`src/rtl/inst_fetch_queue_pkg.sv`:
```
// rtl/inst_fetch_queue_pkg.sv - shared fetch payload types and constants
package cpuDefine;

    typedef struct packed {
        logic [31:0] pc;
        logic [31:0] inst;
    } FetchData;

    typedef struct packed {
        logic       is_exc;
        logic [5:0] ecode;
    } FetchExc;

    // andi r0,r0,0 at pc 0: harmless if it ever reaches decode
    localparam FetchData NOP_FETCH = '{pc: 32'h0000_0000, inst: 32'h0340_0000};

    localparam logic [5:0] ADEF = 6'h08;
    localparam logic [5:0] TLBR = 6'h3F;

endpackage

```
`src/rtl/inst_fetch_queue_if.sv`:
```
// rtl/inst_fetch_queue_if.sv - fetch-side and decode-side handshake bundle
interface inst_fetch_queue_if #(
    parameter int DEPTH = 4
);
    import cpuDefine::*;

    localparam int PTR_W = $clog2(DEPTH);

    logic             valid_in;
    FetchData         data_in;
    FetchExc          exc_in;
    logic             allow_out;
    logic             valid_out;
    FetchData         data_out;
    FetchExc          exc_out;
    logic             allow_in;
    logic [PTR_W:0]   count;

    modport master (
        output valid_in, data_in, exc_in, allow_in,
        input  allow_out, valid_out, data_out, exc_out, count
    );

    modport slave (
        input  valid_in, data_in, exc_in, allow_in,
        output allow_out, valid_out, data_out, exc_out, count
    );

endinterface

```
`src/rtl/inst_fetch_queue_ptr_ctrl.sv`:
```
// rtl/inst_fetch_queue_ptr_ctrl.sv - circular pointers, occupancy and full/empty
module fifo_ptr_ctrl #(
    parameter int DEPTH = 4,
    parameter int PTR_W = $clog2(DEPTH)
) (
    input  logic             clk,
    input  logic             rst,
    input  logic             flush,
    input  logic             push,
    input  logic             pop,
    output logic [PTR_W-1:0] rd_ptr,
    output logic [PTR_W-1:0] wr_ptr,
    output logic [PTR_W:0]   count,
    output logic             full,
    output logic             empty
);

    always_ff @(posedge clk) begin
        if (rst || flush) begin
            rd_ptr <= '0;
            wr_ptr <= '0;
            count  <= '0;
        end else begin
            if (push) wr_ptr <= wr_ptr + 1'b1;
            if (pop)  rd_ptr <= rd_ptr + 1'b1;
            case ({push, pop})
                2'b10:   count <= count + 1'b1;
                2'b01:   count <= count - 1'b1;
                default: count <= count;
            endcase
        end
    end

    assign full  = (count == (PTR_W+1)'(DEPTH));
    assign empty = (count == '0);

endmodule

```
`src/rtl/inst_fetch_queue.sv`:
```
// rtl/inst_fetch_queue.sv - elastic IF->ID instruction buffer with exception lock
module inst_fetch_queue
    import cpuDefine::*;
#(
    parameter int DEPTH = 4,
    parameter int PTR_W = $clog2(DEPTH)
) (
    input  logic              aclk,
    input  logic              areset,
    input  logic              flush,
    inst_fetch_queue_if.slave fq
);

    localparam logic [0:0] OPEN   = 1'b0;
    localparam logic [0:0] LOCKED = 1'b1;

    FetchData data_mem [DEPTH];
    FetchExc  exc_mem  [DEPTH];

    logic [PTR_W-1:0] rd_ptr;
    logic [PTR_W-1:0] wr_ptr;
    logic [PTR_W:0]   count;
    logic             full;
    logic             empty;
    logic             push;
    logic             pop;
    logic             allow;
    logic [0:0]       lock_state;

    // allow depends only on registered state; a pop never frees a slot same-cycle
    assign allow = !full && (lock_state == OPEN);
    assign push  = fq.valid_in && allow && !areset;
    assign pop   = !empty && fq.allow_in;

    fifo_ptr_ctrl #(
        .DEPTH (DEPTH),
        .PTR_W (PTR_W)
    ) u_ptr_ctrl (
        .clk    (aclk),
        .rst    (areset),
        .flush  (flush),
        .push   (push),
        .pop    (pop),
        .rd_ptr (rd_ptr),
        .wr_ptr (wr_ptr),
        .count  (count),
        .full   (full),
        .empty  (empty)
    );

    always_ff @(posedge aclk) begin
        if (push) begin
            data_mem[wr_ptr] <= fq.data_in;
            exc_mem[wr_ptr]  <= fq.exc_in;
        end
    end

    // The excepting entry is kept; nothing behind it is accepted until redirect
    always_ff @(posedge aclk) begin
        if (areset || flush) begin
            lock_state <= OPEN;
        end else if (lock_state == OPEN && push && fq.exc_in.is_exc) begin
            lock_state <= LOCKED;
        end
    end

    assign fq.allow_out = allow;
    assign fq.valid_out = !empty;
    assign fq.data_out  = empty ? NOP_FETCH : data_mem[rd_ptr];
    assign fq.exc_out   = empty ? FetchExc'('0) : exc_mem[rd_ptr];
    assign fq.count     = count;

endmodule
```
`src/flat_wrapper.sv`:
```
// flat-port wrapper written by rule: the top's interface ports become plain ports
module inst_fetch_queue_flat import cpuDefine::*;
#(
    parameter int DEPTH = 4,
    parameter int PTR_W = $clog2(DEPTH)
)
  (aclk, areset, flush, fq_valid_in, fq_data_in, fq_exc_in, fq_allow_in, fq_allow_out, fq_valid_out, fq_data_out, fq_exc_out, fq_count);
  inst_fetch_queue_if #(.DEPTH(DEPTH)) fq_i ();
  input  logic aclk;
  input  logic areset;
  input  logic flush;
  input wire logic [$bits(fq_i.valid_in)-1:0] fq_valid_in;
  input wire logic [$bits(fq_i.data_in)-1:0] fq_data_in;
  input wire logic [$bits(fq_i.exc_in)-1:0] fq_exc_in;
  input wire logic [$bits(fq_i.allow_in)-1:0] fq_allow_in;
  output wire logic [$bits(fq_i.allow_out)-1:0] fq_allow_out;
  output wire logic [$bits(fq_i.valid_out)-1:0] fq_valid_out;
  output wire logic [$bits(fq_i.data_out)-1:0] fq_data_out;
  output wire logic [$bits(fq_i.exc_out)-1:0] fq_exc_out;
  output wire logic [$bits(fq_i.count)-1:0] fq_count;
  assign fq_i.valid_in = fq_valid_in;
  assign fq_i.data_in = fq_data_in;
  assign fq_i.exc_in = fq_exc_in;
  assign fq_i.allow_in = fq_allow_in;
  assign fq_allow_out = fq_i.allow_out;
  assign fq_valid_out = fq_i.valid_out;
  assign fq_data_out = fq_i.data_out;
  assign fq_exc_out = fq_i.exc_out;
  assign fq_count = fq_i.count;
  inst_fetch_queue #(.DEPTH(DEPTH), .PTR_W(PTR_W)) u_core (.aclk(aclk), .areset(areset), .flush(flush), .fq(fq_i));
endmodule
```
`config.mk`:
```
export PLATFORM = sky130hd
export DESIGN_NAME = inst_fetch_queue_flat
export DESIGN_NICKNAME = d
export VERILOG_FILES = /design/src/rtl/inst_fetch_queue_pkg.sv /design/src/rtl/inst_fetch_queue_if.sv /design/src/rtl/inst_fetch_queue_ptr_ctrl.sv /design/src/rtl/inst_fetch_queue.sv /design/src/flat_wrapper.sv
export SDC_FILE = /design/constraint.sdc
export NUM_CORES = 1
export LEC_CHECK = 0
export ABC_AREA = 1
export CAP_MARGIN = 40
export CORE_MARGIN = 2
export CORE_UTILIZATION = 50
export CTS_CLUSTER_DIAMETER = 120
export CTS_CLUSTER_SIZE = 30
export DETAILED_ROUTE_END_ITERATION = 8
export GPL_TIMING_DRIVEN = 0
export PLACE_DENSITY = 0.85
export RECOVER_POWER = 25
export SYNTH_ARGS = -nofsm -noshare
export SYNTH_HDL_FRONTEND = slang
export SYNTH_SLANG_ARGS = --single-unit
```
`constraint.sdc`:
```
create_clock -name aclk -period 4.8 [get_ports aclk]
set_clock_uncertainty 0.1 [all_clocks]
set_input_delay 1.2 -clock aclk [delete_from_list [all_inputs] [get_ports aclk]]
set_output_delay 1.2 -clock aclk [all_outputs]
set_load 0.005 [all_outputs]
```
* After elaboration in Yosys (flattened, before gate mapping)
Memory sizes are Yosys's and may differ from the RTL's. A register that Yosys moved wholly into a read port is not among the register bits.
Index checks and enable logic that the tools add are counted.
Widths: inputs -> output; s select.
** Word-level totals
- Logic and storage cells :: 35
- Register bits :: 8
- Memories kept :: 2
- Memory bits (read-only) :: 0
- Input port bits :: 76
- Latch bits :: 0
- Output and inout port bits :: 76
- RAM bits :: 284
** Memory list
- u_core.data_mem :: words 4, bits a word 64, rd ports 1, clocked after memory_dff 1, wr ports 1, RTL line inst_fetch_queue.sv:17 : FetchData data_mem [DEPTH];
- u_core.exc_mem :: words 4, bits a word 7, rd ports 1, clocked after memory_dff 1, wr ports 1, RTL line inst_fetch_queue.sv:18 : FetchExc exc_mem [DEPTH];
** Cells by class
- Equality and inequality tests :: 3
- $lt $le $gt $ge :: 0
- Reduce and logical (&&, ||, !) cells :: 12
- Muxes and demuxes :: 9
- Bitwise gates (word level) :: 1
- Divide/modulo/power cells :: 0
- Add/sub/neg operators :: 4
- Shift operators :: 0
- $mul :: 0
** Operators with widths (count)
- $mux 64 :: 1
- $mux 2 :: 4
- $mux 7 :: 1
- $logic_and 1x1->1 :: 6
- $pmux 3 s2 :: 1
- $add 2x1->2 const B :: 2
- $add 3x1->3 const B :: 1
- $eq 3x3->1 const B :: 1
- $logic_not 1->1 :: 3
- $logic_not 3->1 :: 1
- $sub 3x1->3 const B :: 1
- $eq 2x1->1 const B :: 1
- $eq 2x2->1 const B :: 1
- $mux 1 :: 2
- $reduce_bool 2->1 :: 1
- $logic_or 1x1->1 :: 1
- $not 1->1 :: 1

* Depth between registers and ports, before layout
Gate-level depths: netlist (run 1).
- Word-level depth :: 7
- Gate-level depth with buffers :: 13

* Cells and area by module
Synthesis (run 1) repeated with hierarchy kept, for this count alone.
** Unflattened totals
- Cell total of the unflattened synthesis :: 1174
- Area total of the unflattened synthesis :: 12440.7 um^2
** Modules (own cells, without submodules)
- inst_fetch_queue :: seq. area each 8548.2 um^2, area an instance 12104.1 um^2, instances 1, cells an instance 1131
- fifo_ptr_ctrl :: seq. area each 140.1 um^2, area an instance 336.6 um^2, instances 1, cells an instance 43

* Worst setup path after synthesis (run 1)
No wires, ideal clock.
- Path type :: input to register
- Start :: in fq_valid_in
- End :: mem u_core.data_mem[0][0] (netlist bit), enable pin
- Setup slack :: -0.417 ns
- Stages on the path :: 4
- Arrival time :: 4.616 ns
- Path buffers :: 0
- Cells stage by stage :: inv_1 -> nor2_1 -> nand3_1 -> nor2_1
** Between the ends
- Longest elaborated chain between the ends :: 4
** Ends and longest elaborated chain
- from (decl) :: RTL line flat_wrapper.sv:12 : input wire logic [$bits(fq_i.valid_in)-1:0] fq_valid_in;
- $logic_and 1x1->1 (2 in series) :: RTL line inst_fetch_queue.sv:32 : assign push = fq.valid_in && allow && !areset;
- $mux 1 :: RTL line inst_fetch_queue.sv:52 : if (push) begin
- $mux 1 (implied by the code) :: RTL line inst_fetch_queue.sv:53 : data_mem[wr_ptr] <= fq.data_in;
- to (decl) :: RTL line inst_fetch_queue.sv:17
Every way passes these cells.

==> results of run 1 <==
==> cell families (layout without fill, tap and decap cells) <==
| kind of cell | Yosys count | after routing | share of synthesized area |
|---|---|---|---|
| DFF | 294 | 294 | 0.7582 |
| adders and majority gates | 6 | 6 | 0.007173 |
| other | 0 | 4 | 0 |
| buffers and inverters | 77 | 254 | 0.03184 |
| AOI/OAI and AO/OA | 221 | 221 | 0.09608 |
| and+or+nand+nor | 320 | 320 | 0.1067 |
==> metrics by stage <==
step	util	worst slack, ns	hold slack, ns
global placement	0.5910	-3.057	0.3866
finish	0.6166	0.7831	0.4159
floorplan	-	-0.4169	0.3636
detailed placement	0.6009	0.9090	0.4027
CTS	0.6162	0.7588	0.4181
global route	0.6164	0.6958	0.4469
==> Yosys cell counts <==
library cell | n | area, um2
edfxtp_1 | 284 | 8528
buf_4 | 11 | 82.58
nand2_4 | 1 | 11.26
nand2_1 | 29 | 108.9
o21ai_1 | 24 | 120.1
buf_1 | 6 | 22.52
nand3_1 | 4 | 20.02
nor2_1 | 282 | 1059
dfxtp_1 | 10 | 200.2
buf_6 | 2 | 22.52
clkbuf_1 | 17 | 63.81
clkbuf_2 | 6 | 30.03
inv_2 | 3 | 11.26
nand4_1 | 3 | 18.77
a21oi_1 | 81 | 405.4
inv_1 | 21 | 78.83
fa_1 | 1 | 20.02
o21ai_0 | 116 | 580.6
buf_2 | 11 | 55.05
nor2_4 | 1 | 11.26
ha_1 | 5 | 62.56
==> final timing paths <==
path,cells past startpoint,slack [ns],from,endpoint
max reg2reg,6,2.24,u_core.u_ptr_ctrl.count[1]$_SDFFE_PP0P_,u_core.exc_mem[3][0]$_DFFE_PP_
max,7,0.78,register,fq_data_out[24]
min,2,0.42,u_core.u_ptr_ctrl.rd_ptr[1]$_SDFFE_PP0P_,register
min reg2reg,2,0.42,u_core.u_ptr_ctrl.rd_ptr[1]$_SDFFE_PP0P_,register
==> worst min-delay path: cells and delay by family (launching register included) <==
| family | cells | cell delay [ns] |
|---|---|---|
| AO/OA/AOI/OAI | 1 | 0.07 |
| flip-flops | 1 | 0.34 |
| AND/OR/NAND/NOR | 1 | 0.07 |
==> power by group through the flow <==
stage | Clock (mW) | Combinational (mW) | Sequential [mW]
after global routing | 1.32 | 0.387 | 2.87
after CTS | 1.22 | 0.364 | 2.87
after global placement | 0 | 0.340 | 2.93
after floorplan | 0 | 0.131 | 2.93
final | 1.21 | 0.356 | 2.87
after detailed placement | 0 | 0.362 | 2.93
==> cell type report <==
class                           instances  area, um2  share of cell area
Sequential cell                       294       8728              0.6252
Multi-Input combinational cell        547       2447              0.1753
Timing Repair Buffer                  160       1707              0.1222
Tap cell                              285      356.6             0.02554
Clock buffer                           16      336.6             0.02411
Buffer                                 53      276.5             0.01981
Inverter                               24      90.09            0.006453
Antenna cell                            4      10.01           0.0007170
Clock inverter                          1      8.758           0.0006274
==> sequential cells by signal, summed over array words and instances, names as in the netlist, named ones only <==
| register | cells |
|---|---|
| u_core.u_ptr_ctrl.rd_ptr | 2 |
| u_core.data_mem | 256 |
| u_core.exc_mem | 28 |
| u_core.u_ptr_ctrl.wr_ptr | 2 |
| u_core.lock_state | 1 |
| u_core.u_ptr_ctrl.count | 3 |
==> routing by layer <==
layer  global-route usage  up-vias
li1                     -     3570
met1               0.2752     3722
met2               0.3875      357
met3              0.03000       54
met4              0.06466        0
met5                    0        -
==> metrics.log, run 1 <==
[metrics] commonest non-fill, non-tap cell in the layout: edfxtp_1
[metrics] WL/cell: 19.43 um
[metrics] DR vias/cell: 5.566
[metrics] Hold Path Class: reg2reg
[metrics] number of maximum-capacitance violations: 0
[metrics] met3 layer wire length in the routed design: 1.849 mm
[metrics] post-synth net total: 1,000
[metrics] total of flip-flops plus latches after synthesis: 294
[metrics] total leakage power: 4.682 nW
[metrics] non-filler instance count after layout: 1,384
[metrics] portion of the post-synthesis area used by sequential elements: 0.7582
[metrics] CP max-delay cell: clkdlybuf4s50_1
[metrics] PortBufs: 151
[metrics] overall die width: 155.7 um
[metrics] routability cong.: 0.7497
[metrics] Largest delay share family, worst path: buffers and inverters
[metrics] Max Freq: 248.9 MHz
[metrics] met1 wire length: 10.41 mm
[metrics] post-layout minimum cycle time: 4.017 ns
[metrics] top layer used by detailed routing: met4
[metrics] overall global routing resource usage: 0.2161
[metrics] total number of vias: 7,703
[metrics] clock network fraction of total power: 0.273
[metrics] Switch Pwr: 0.9111 mW
[metrics] cell area after layout: 0.01396 mm2
[metrics] Chip Height: 155.7 um
[metrics] overall die area: 0.02425 mm2
[metrics] number of levels the H-tree was split into: 1
[metrics] ratio of cells with drive above 1 in the final layout: 0.05662
[metrics] final-stage net count: 1,175
[metrics] TritonCTS Buffers: 13
[metrics] largest net degree at the start of global routing: 32
[metrics] critical path start-end classification: reg2out
[metrics] headroom to the max-slew limit: 0.4430
[metrics] filler cell count: 1,657
[metrics] Worst-Skew Late Latency: 0.47 ns
[metrics] Post-Syn Instances: 918
[metrics] Tcrit/Tclk final: 0.8369
[metrics] Critical Path Source Type: register
[metrics] DR DRC count: 0
[metrics] via count of the first global-routing pass: 7,758
[metrics] master cell of the clock root buffer: clkbuf_16
[metrics] remaining global-route overflow: 0
[metrics] number of gates given a new drive strength after cts: 0
[metrics] power share of the combinational group: 0.080
[metrics] clock tree from TritonCTS: built
[metrics] maximum fanout along the worst path: 10
[metrics] # rows: 55
[metrics] wire length of the first global-routing pass: 40.50 mm
[metrics] post-layout power: 4.436 mW
[metrics] HPWL Detailed: 17.38 mm
[metrics] internal power: 3.525 mW
[metrics] detailed route wirelength on metal2: 13.93 mm
[metrics] initial antenna violation count: 4
[metrics] cell area reported after detailed placement: 0.01361 mm2
[metrics] clock-pin slew on the worst setup and hold paths: 0.11 ns
[metrics] Arr. time, crit path: 2.72 ns
[metrics] # clock sinks: 294
[metrics] synth unique cells: 21
[metrics] Iteration-0 DRC Markers: 623
[metrics] cell breakdown of the critical path: buf_6 > inv_2 > buf_4 > buf_2 > a21oi_1 > o21ai_0 > clkdlybuf4s50_1
[metrics] final hold violation count: 0
[metrics] worst path required time: 3.50 ns
[metrics] count of buffers added by post-CTS timing repair for setup: 0
[metrics] Sw Share: 0.2054
[metrics] number of placed instances, taps included: 1,363
[metrics] Post-Syn Area per Cell: 12.54 um2
[metrics] initial core utilization: 0.5085
[metrics] growth of design area from synthesis to finish: 21.27%
[metrics] most used cells in the layout excluding fill and tap cells: 284 x edfxtp_1, 278 x nor2_1, 116 x o21ai_0
[metrics] worst ir drop on vdd: 294.4 uV
[metrics] io pins: 152
[metrics] number of warning messages in the yosys log: 0
[metrics] WP buf/inv: 5
[metrics] setup repair after global routing missed its margin: no
[metrics] wire length reported by the detailed router: 26.89 mm
[metrics] maximum cell stage delay along the critical path: 0.58 ns
[metrics] number of routed nets with antenna violations: 0
[metrics] P per Cell Area: 317.8 mW/mm2
[metrics] final number of max-transition violations: 0
[metrics] hold buffer count at CTS: 0
[metrics] Core ar.: 0.02264 mm2
[metrics] mapped cell area: 0.01151 mm2
[metrics] measured slew at the worst slew-check pin: 0.8335 ns
[metrics] sequential share of power: 0.647
[metrics] Clock Path Buffers: 3
[metrics] first-pass iteration count of the detailed router: 6
[metrics] # setup viols final: 0
[metrics] setup TNS: 0 ns
[metrics] outcome: finished, final reports clean
[metrics] Worst setup EP type: primary output
(Power assumes the default switching activity.)
==> inputs of run 2 (changes only) <==
- clock period: 4.8 -> 3.6 ns (I/O delays scaled with it)
==> run 2 against run 1 <==
  * Power rose by 33%
  * Via count fell by 1.2%
  * Sequential share of layout area fell by 0.21 points
  * Global-route usage fell by 0.35 points
  * Register-to-register slack got worse by 1.2 ns
  * Routed wire length fell by 1.9%
  * Critical path depth fell by 1
  * Critical path type unchanged
  * Critical endpoint is now fq_exc_out[2]
==> metrics.log, run 2 (same netlist as run 1, synthesis figures left out) <==
[metrics] outcome: finished, final reports clean
[metrics] count of buffers added by post-CTS timing repair for setup: 0 (unchanged)
[metrics] final-stage net count: 1,176 (+0.085%)
[metrics] clock tree from TritonCTS: built
[metrics] ratio of cells with drive above 1 in the final layout: 0.06387 (+0.007248)
[metrics] routability cong.: 0.7473 (-0.32%)
[metrics] # setup viols final: 0 (unchanged)
[metrics] overall die area: 0.02425 mm2 (unchanged)
[metrics] cell depth of the worst min-delay path: 2 (unchanged)
[metrics] io pins: 152 (unchanged)
[metrics] measured slew at the worst slew-check pin: 0.8526 ns (+0.01905 ns)
[metrics] growth of design area from synthesis to finish: 21.67%
[metrics] cell area after layout: 0.01401 mm2 (+0.33%)
[metrics] Worst setup EP type: primary output
[metrics] Arr. time, crit path: 2.54 ns (-0.18 ns)
[metrics] maximum fanout along the worst path: 10 (unchanged)
[metrics] HPWL Detailed: 17.01 mm (-2.1%)
[metrics] DR vias/cell: 5.499 (-1.2%)
[metrics] initial core utilization: 0.5085 (unchanged)
[metrics] master cell of the clock root buffer: clkbuf_16
[metrics] initial antenna violation count: 4 (unchanged)
[metrics] total number of vias: 7,610 (-1.2%)
[metrics] final hold violation count: 0 (unchanged)
[metrics] remaining global-route overflow: 0 (unchanged)
[metrics] Tcrit/Tclk final: 0.9825
[metrics] number of levels the H-tree was split into: 1 (unchanged)
[metrics] overall global routing resource usage: 0.2126 (-0.003477)
[metrics] via count of the first global-routing pass: 7,707 (-0.66%)
[metrics] largest net degree at the start of global routing: 32 (unchanged)
[metrics] Worst-Skew Late Latency: 0.48 ns (about the same)
[metrics] max FFs per register: 256 (unchanged)
[metrics] PortBufs: 151 (unchanged)
[metrics] # clock sinks: 294 (unchanged)
[metrics] Hold Path Class: reg2reg
[metrics] post-layout power: 5.915 mW (+33%)
[metrics] Chip Height: 155.7 um (unchanged)
[metrics] worst ir drop on vdd: 473.4 uV (+61%)
[metrics] wire length of the first global-routing pass: 39.88 mm (-1.5%)
[metrics] Biggest register: u_core.data_mem
[metrics] Critical Path Source Type: register
[metrics] final number of max-transition violations: 0 (unchanged)
[metrics] clock-pin slew on the worst setup and hold paths: 0.10 ns (about the same)
[metrics] number of routed nets with antenna violations: 0 (unchanged)
[metrics] Iteration-0 DRC Markers: 609 (-2.2%)
[metrics] overall die width: 155.7 um (unchanged)
[metrics] setup repair after global routing missed its margin: no
[metrics] first-pass iteration count of the detailed router: 5 (-1)
[metrics] Clock Path Buffers: 3 (unchanged)
[metrics] # rows: 55 (unchanged)
[metrics] worst path required time: 2.60 ns (-0.90 ns)
[metrics] Max Freq: 282.7 MHz
[metrics] cell area reported after detailed placement: 0.01363 mm2 (+0.20%)
[metrics] commonest non-fill, non-tap cell in the layout: edfxtp_1
[metrics] Core ar.: 0.02264 mm2 (unchanged)
[metrics] headroom to the max-slew limit: 0.4303 (-0.01273)
[metrics] most used cells in the layout excluding fill and tap cells: 284 x edfxtp_1, 278 x nor2_1, 114 x o21ai_0
[metrics] largest registers in the final layout: u_core.data_mem (256), u_core.exc_mem (28), u_core.u_ptr_ctrl.count (3)
[metrics] critical path start-end classification: reg2out
[metrics] total leakage power: 4.711 nW (+0.61%)
[metrics] DR DRC count: 0 (unchanged)
[metrics] wire length reported by the detailed router: 26.36 mm (-1.9%)
[metrics] Register-to-Register Path Depth: 5 (-1)
[metrics] number of maximum-capacitance violations: 0 (unchanged)
[metrics] hold buffer count at CTS: 0 (unchanged)
[metrics] TritonCTS Buffers: 13 (unchanged)
[metrics] WL/cell: 19.05 um (-1.9%)
[metrics] post-layout minimum cycle time: 3.537 ns
[metrics] P per Cell Area: 422.3 mW/mm2 (+33%)
[run 2: cell types whose count changed in the layout (fill, tap and decap cells not counted), sizes merged]
| cell | delta |
|---|---|
| clkinv | +1 |
| diode | -1 |
| inv | -1 |
| buf | +4 |
| clkbuf | -3 |
[run 2: stage by stage]
stage / hold WS [ns] / util / cells / TNS, ns / setup slack (ns)
3_5_place_dp: 0.4030 / 0.6022 / 1364 / -0.7233 / -0.02904
5_1_grt: 0.4778 / 0.6183 / 1381 / 0 / 0.003158
2_1_floorplan: 0.3636 / - / 918 / -53.59 / -0.1887
4_1_cts: 0.4229 / 0.6178 / 1381 / 0 / 0.01031
3_3_place_gp: 0.3876 / 0.5914 / 1354 / -569.44 / -2.032
6_report: 0.4479 / 0.6187 / 1384 / 0 / 0.06296
[run 2: cell type report]
class | instances | area, um2
fill | 1673 | 8633
tap | 285 | 356.6
antenna | 3 | 7.507
sequential | 294 | 8728
multi-input combinational | 547 | 2447
buffer | 53 | 296.5
inverter | 24 | 91.34
timing repair buffer | 161 | 1734
clock buffer | 16 | 336.6
clock inverter | 1 | 8.758
[run 2: power by group]
part           switching (mW)  internal (mW)
Combinational           0.254          0.219
Sequential             0.0165           3.81
Clock                   0.943          0.674
[run 2: repair_timing]
action	CTS	global route
endpoints found under the setup margin	8	53
gates resized for setup	7	15
endpoints found under the hold margin	0	0
[run 2: routing by layer]
layer | vias up | wire length (um) | GRT usage
li1 | 3572 | - | -
met1 | 3669 | 10340 | 0.2693
met2 | 327 | 13630 | 0.3810
met3 | 40 | 1819 | 0.03361
met4 | 2 | 557 | 0.06073
met5 | - | 13 | 0
[run 2: path summary, 6_finish.rpt]
kind / start / end / slack [ns]
worst min register to register: u_core.u_ptr_ctrl.rd_ptr[1]$_SDFFE_PP0P_ / register / 0.45
worst max register to register: u_core.u_ptr_ctrl.count[1]$_SDFFE_PP0P_ / u_core.exc_mem[0][0]$_DFFE_PP_ / 1.05
worst max-delay path: register / fq_exc_out[2] / 0.06
worst min-delay path: u_core.u_ptr_ctrl.rd_ptr[1]$_SDFFE_PP0P_ / register / 0.45
[run 2: critical path, stage by stage (launching register included)]
cell and delay, ns:
dfxtp_1 0.33, buf_6 0.14, clkinv_2 0.18, buf_1 0.43
o21ai_0 0.20, a21oi_1 0.24, clkdlybuf4s50_1 0.54
==> inputs of run 3 (changes only) <==
- CORE_UTILIZATION: 50 -> 49
- PLACE_DENSITY: 0.85 -> 0.83
- SYNTH_HIERARCHICAL: unset -> 1
==> run 3 against run 2 <==
  * First-iteration DRC count rose by 4.3%
  * Setup slack improved by 0.031 ns
  * Area after synthesis rose by 8.1%
  * Clock-buffer cell count did not move
  * Non-clock buffer count rose by 11
  * Maximum frequency rose by 0.88%
  * Cell area rose by 8.1%
  * Sequential share of layout area fell by 4.9 points
  * Synthesized cell count rose by 28%
  * Critical endpoint is now fq_data_out[27]
==> metrics.log, run 3 <==
[metrics] sequential share of power: 0.639 (-0.008)
[metrics] Max Freq: 285.2 MHz (+0.88%)
[metrics] clock tree from TritonCTS: built
[metrics] final number of max-transition violations: 0 (unchanged)
[metrics] mapped cell area: 0.01244 mm2 (+8.1%)
[metrics] clock network fraction of total power: 0.275 (+0.002)
[metrics] overall die width: 163.3 um (+4.9%)
[metrics] Post-synth EDFFs: 284 (unchanged)
[metrics] setup repair after global routing missed its margin: no
[metrics] io pins: 152 (unchanged)
[metrics] Critical Path Source Type: register
[metrics] number of maximum-capacitance violations: 0 (unchanged)
[metrics] critical path start-end classification: reg2out
[metrics] number of levels the H-tree was split into: 1 (unchanged)
[metrics] final standard cell utilization of the core: 0.6048 (-0.01388)
[metrics] post-layout minimum cycle time: 3.506 ns (-0.03092 ns)
[metrics] cell depth of the worst min-delay path: 2 (unchanged)
[metrics] Worst-Skew Late Latency: 0.48 ns (about the same)
[metrics] wire length of the first global-routing pass: 44.02 mm (+10%)
[metrics] smallest setup slack after layout: 0.09388 ns (+0.03092 ns)
[metrics] hold buffer count at CTS: 0 (unchanged)
[metrics] WP buf/inv: 4 (unchanged)
[metrics] TritonCTS Buffers: 13 (unchanged)
[metrics] initial core utilization: 0.4969 (-0.01158)
[metrics] # clock sinks: 292 (-0.68%)
[metrics] overall die area: 0.02668 mm2 (+10%)
[metrics] cell accounting for the most synthesized area: edfxtp_1
[metrics] total number of vias: 8,504 (+12%)
[metrics] Core ar.: 0.02504 mm2 (+11%)
[metrics] Register-to-Register Setup Slack: 0.97 ns (-0.08 ns)
[metrics] setup TNS: 0 ns (unchanged)
[metrics] measured slew at the worst slew-check pin: 0.7428 ns (-0.1097 ns)
[metrics] PortBufs: 151 (unchanged)
[metrics] Biggest register: u_core/data_mem
[metrics] growth of design area from synthesis to finish: 21.71% (about the same)
[metrics] non-filler instance count after layout: 1,693 (+22%)
[metrics] headroom to the max-slew limit: 0.5032 (+0.07289)
[metrics] async set-or-reset flop fraction in the synthesized netlist: 0 (unchanged)
[metrics] Worst setup EP type: primary output
[metrics] overall global routing resource usage: 0.2152 (+0.002553)
[metrics] final-stage net count: 1,438 (+22%)
[metrics] first-pass iteration count of the detailed router: 5 (unchanged)
[metrics] via count of the first global-routing pass: 8,443 (+9.5%)
[metrics] cell breakdown of the critical path: buf_2 > inv_2 > buf_2 > nand3_1 > a21oi_1 > clkdlybuf4s50_1
[metrics] portion of the post-synthesis area used by sequential elements: 0.6984 (-0.05980)
[metrics] Register-to-Register Path Depth: 7 (+2)
[metrics] largest registers in the final layout: u_core/data_mem (256), u_core/exc_mem (28), u_core/u_ptr_ctrl/count (3)
[metrics] power share of the combinational group: 0.086 (+0.006)
[metrics] # setup viols final: 0 (unchanged)
[metrics] worst ir drop on vdd: 350.3 uV (-26%)
[metrics] most used cells in the layout excluding fill and tap cells: 296 x nand2_1, 288 x inv_1, 284 x edfxtp_1
[metrics] master cell of the clock root buffer: clkbuf_16
[metrics] total of flip-flops plus latches after synthesis: 292 (-0.68%)
[metrics] post-synth net total: 1,252 (+25%)
[metrics] internal power: 4.695 mW (-0.15%)
[metrics] maximum cell stage delay along the critical path: 0.55 ns (about the same)
[metrics] post-placement setup slack: 0.06908 ns (+0.09812 ns)
[metrics] Iteration-0 DRC Markers: 635 (+4.3%)
[metrics] Largest delay share family, worst path: buffers and inverters
[metrics] ratio of cells with drive above 1 in the final layout: 0.07048 (+0.006616)
[metrics] dominant register cell in the synthesized netlist: edfxtp_1
[metrics] synth cell count leaders: 296 x nand2_1, 288 x inv_1, 284 x edfxtp_1
[metrics] remaining global-route overflow: 0 (unchanged)
[metrics] Chip Height: 163.3 um (+4.9%)
[metrics] number of placed instances, taps included: 1,675 (+23%)
[metrics] Arr. time, crit path: 2.51 ns (-0.03 ns)
[metrics] filler cell count: 1,958 (+17%)
[metrics] Switch Pwr: 1.243 mW (+2.4%)
[metrics] worst path required time: 2.60 ns (about the same)
[metrics] Clock Path Buffers: 3 (unchanged)
[metrics] clock-pin slew on the worst setup and hold paths: 0.10 ns (about the same)
[metrics] maximum fanout along the worst path: 10 (unchanged)
[metrics] WP depth: 6 (unchanged)
[metrics] DR DRC count: 0 (unchanged)
[metrics] largest net degree at the start of global routing: 32 (unchanged)
[metrics] outcome: finished, final reports clean
[metrics] Post-Syn Area per Cell: 10.60 um2 (-15%)
[metrics] DR vias/cell: 5.023 (-8.6%)
[metrics] commonest non-fill, non-tap cell in the layout: nand2_1
[metrics] final hold violation count: 0 (unchanged)
[metrics] number of warning messages in the yosys log: 6 (+6)
[metrics] wire length reported by the detailed router: 28.71 mm (+8.9%)
[metrics] WL/cell: 16.96 um (-11%)
[metrics] Post-Syn Instances: 1,174 (+28%)
[metrics] synth unique cells: 22 (+4.8%)
[metrics] Hold Path Class: reg2reg
[metrics] CP max-delay cell: clkdlybuf4s50_1
[metrics] Sw Share: 0.2093 (+0.004225)
[metrics] HPWL Detailed: 19.23 mm (+13%)
[metrics] number of routed nets with antenna violations: 0 (unchanged)
[metrics] initial antenna violation count: 1 (-3)
[metrics] top cell type's share of synthesized area: 0.6855 (-0.05528)
[metrics] Tcrit/Tclk final: 0.9739 (-0.008589)
[metrics] library cell with the highest instance count after synthesis: nand2_1
[metrics] routability cong.: 0.7525 (+0.70%)
[metrics] Area contributors post-synth: edfxtp_1 69%, nand2_1 8.9%, inv_1 8.7%, nand3_1 5.8%, a21oi_1 3.0%
[metrics] # rows: 58 (+5.5%)
[metrics] P per Cell Area: 392.1 mW/mm2 (-7.1%)
[metrics] max FFs per register: 256 (unchanged)
[metrics] total leakage power: 6.346 nW (+35%)
[metrics] Top cell by count, worst path: buf_2
## run 3: cell count changes after synthesis, moves of 8 or more
cell / previous run / this run
nand2_1: 29 / 296
o21ai_0: 116 / 6
o21ai_1: 24 / 0
buf_2: 11 / 23
nor2_1: 282 / 4
nand3_1: 4 / 143
inv_1: 21 / 288
buf_4: 11 / 1
buf_6: 2 / 10
## run 3: cell families after synthesis
group                    after synthesis  synth area share
buffers and inverters                345            0.1127
adder cells (fa/ha/maj)                2          0.002615
AO/OA/AOI/OAI                         81           0.03259
flip-flops                           292            0.6984
AND/OR/NAND/NOR                      454            0.1537
## run 3: worst min-delay path: cells and delay by family (launching register included)
kind	cells	cell delay, ns
buffers and inverters	1	0.05
AOI/OAI and AO/OA	1	0.06
DFF	1	0.32
## run 3: timing repair
item	in CTS	in global routing
cloned	0	0
endpoints found under the setup margin	64	58
buffers inserted	0	0
gates resized for setup	4	22
## run 3: area by class of cell
cell class	count	area (um2)	area share
tap	330	412.9	0.02727
antenna	1	2.502	0.0001653
buffer	54	336.6	0.02223
clock buffer	16	336.6	0.02223
inverter	291	1092	0.07214
multi-input combinational	537	2406	0.1589
clock inverter	1	8.758	0.0005784
timing repair buffer	171	1858	0.1227
sequential	292	8688	0.5738
## run 3: power by group through the flow
stage               combinational, mW  sequential, mW  clock (mW)
floorplan                       0.186            3.87           0
global placement                0.475            3.88           0
detailed placement              0.511            3.87           0
CTS                             0.517            3.79        1.69
global route                    0.555            3.80        1.81
finish                          0.511            3.79        1.63
## run 3: final timing paths
| kind | startpoint | to |
|---|---|---|
| worst max register to register | u_core/u_ptr_ctrl/count[0]$_SDFFE_PP0P_ | u_core/data_mem[3][26]$_DFFE_PP_ |
| worst min-delay path | u_core/lock_state$_SDFFE_PP0P_ | u_core/lock_state$_SDFFE_PP0P_ |
| worst min register to register | u_core/lock_state$_SDFFE_PP0P_ | u_core/lock_state$_SDFFE_PP0P_ |
| worst max-delay path | u_core/u_ptr_ctrl/rd_ptr[1]$_SDFFE_PP0P_ | fq_data_out[27] |
## run 3: stage by stage
stage               hold slack, ns  instance area [um2]  total power, mW
global route                0.3954                15140            6.163
detailed placement          0.3517                14760            4.382
CTS                         0.3672                15110            5.997
finish                      0.3638                15140            5.937
floorplan                   0.3250                12460            4.058
global placement            0.3330                14390            4.351
## run 3: metal layers
layer | vias to the layer above | global-route usage | wire (um)
met5 | - | 0 | 0
met4 | 0 | 0.06758 | 615
met3 | 45 | 0.02971 | 2102
met2 | 334 | 0.3709 | 14570
met1 | 4033 | 0.2841 | 11430
li1 | 4092 | - | -
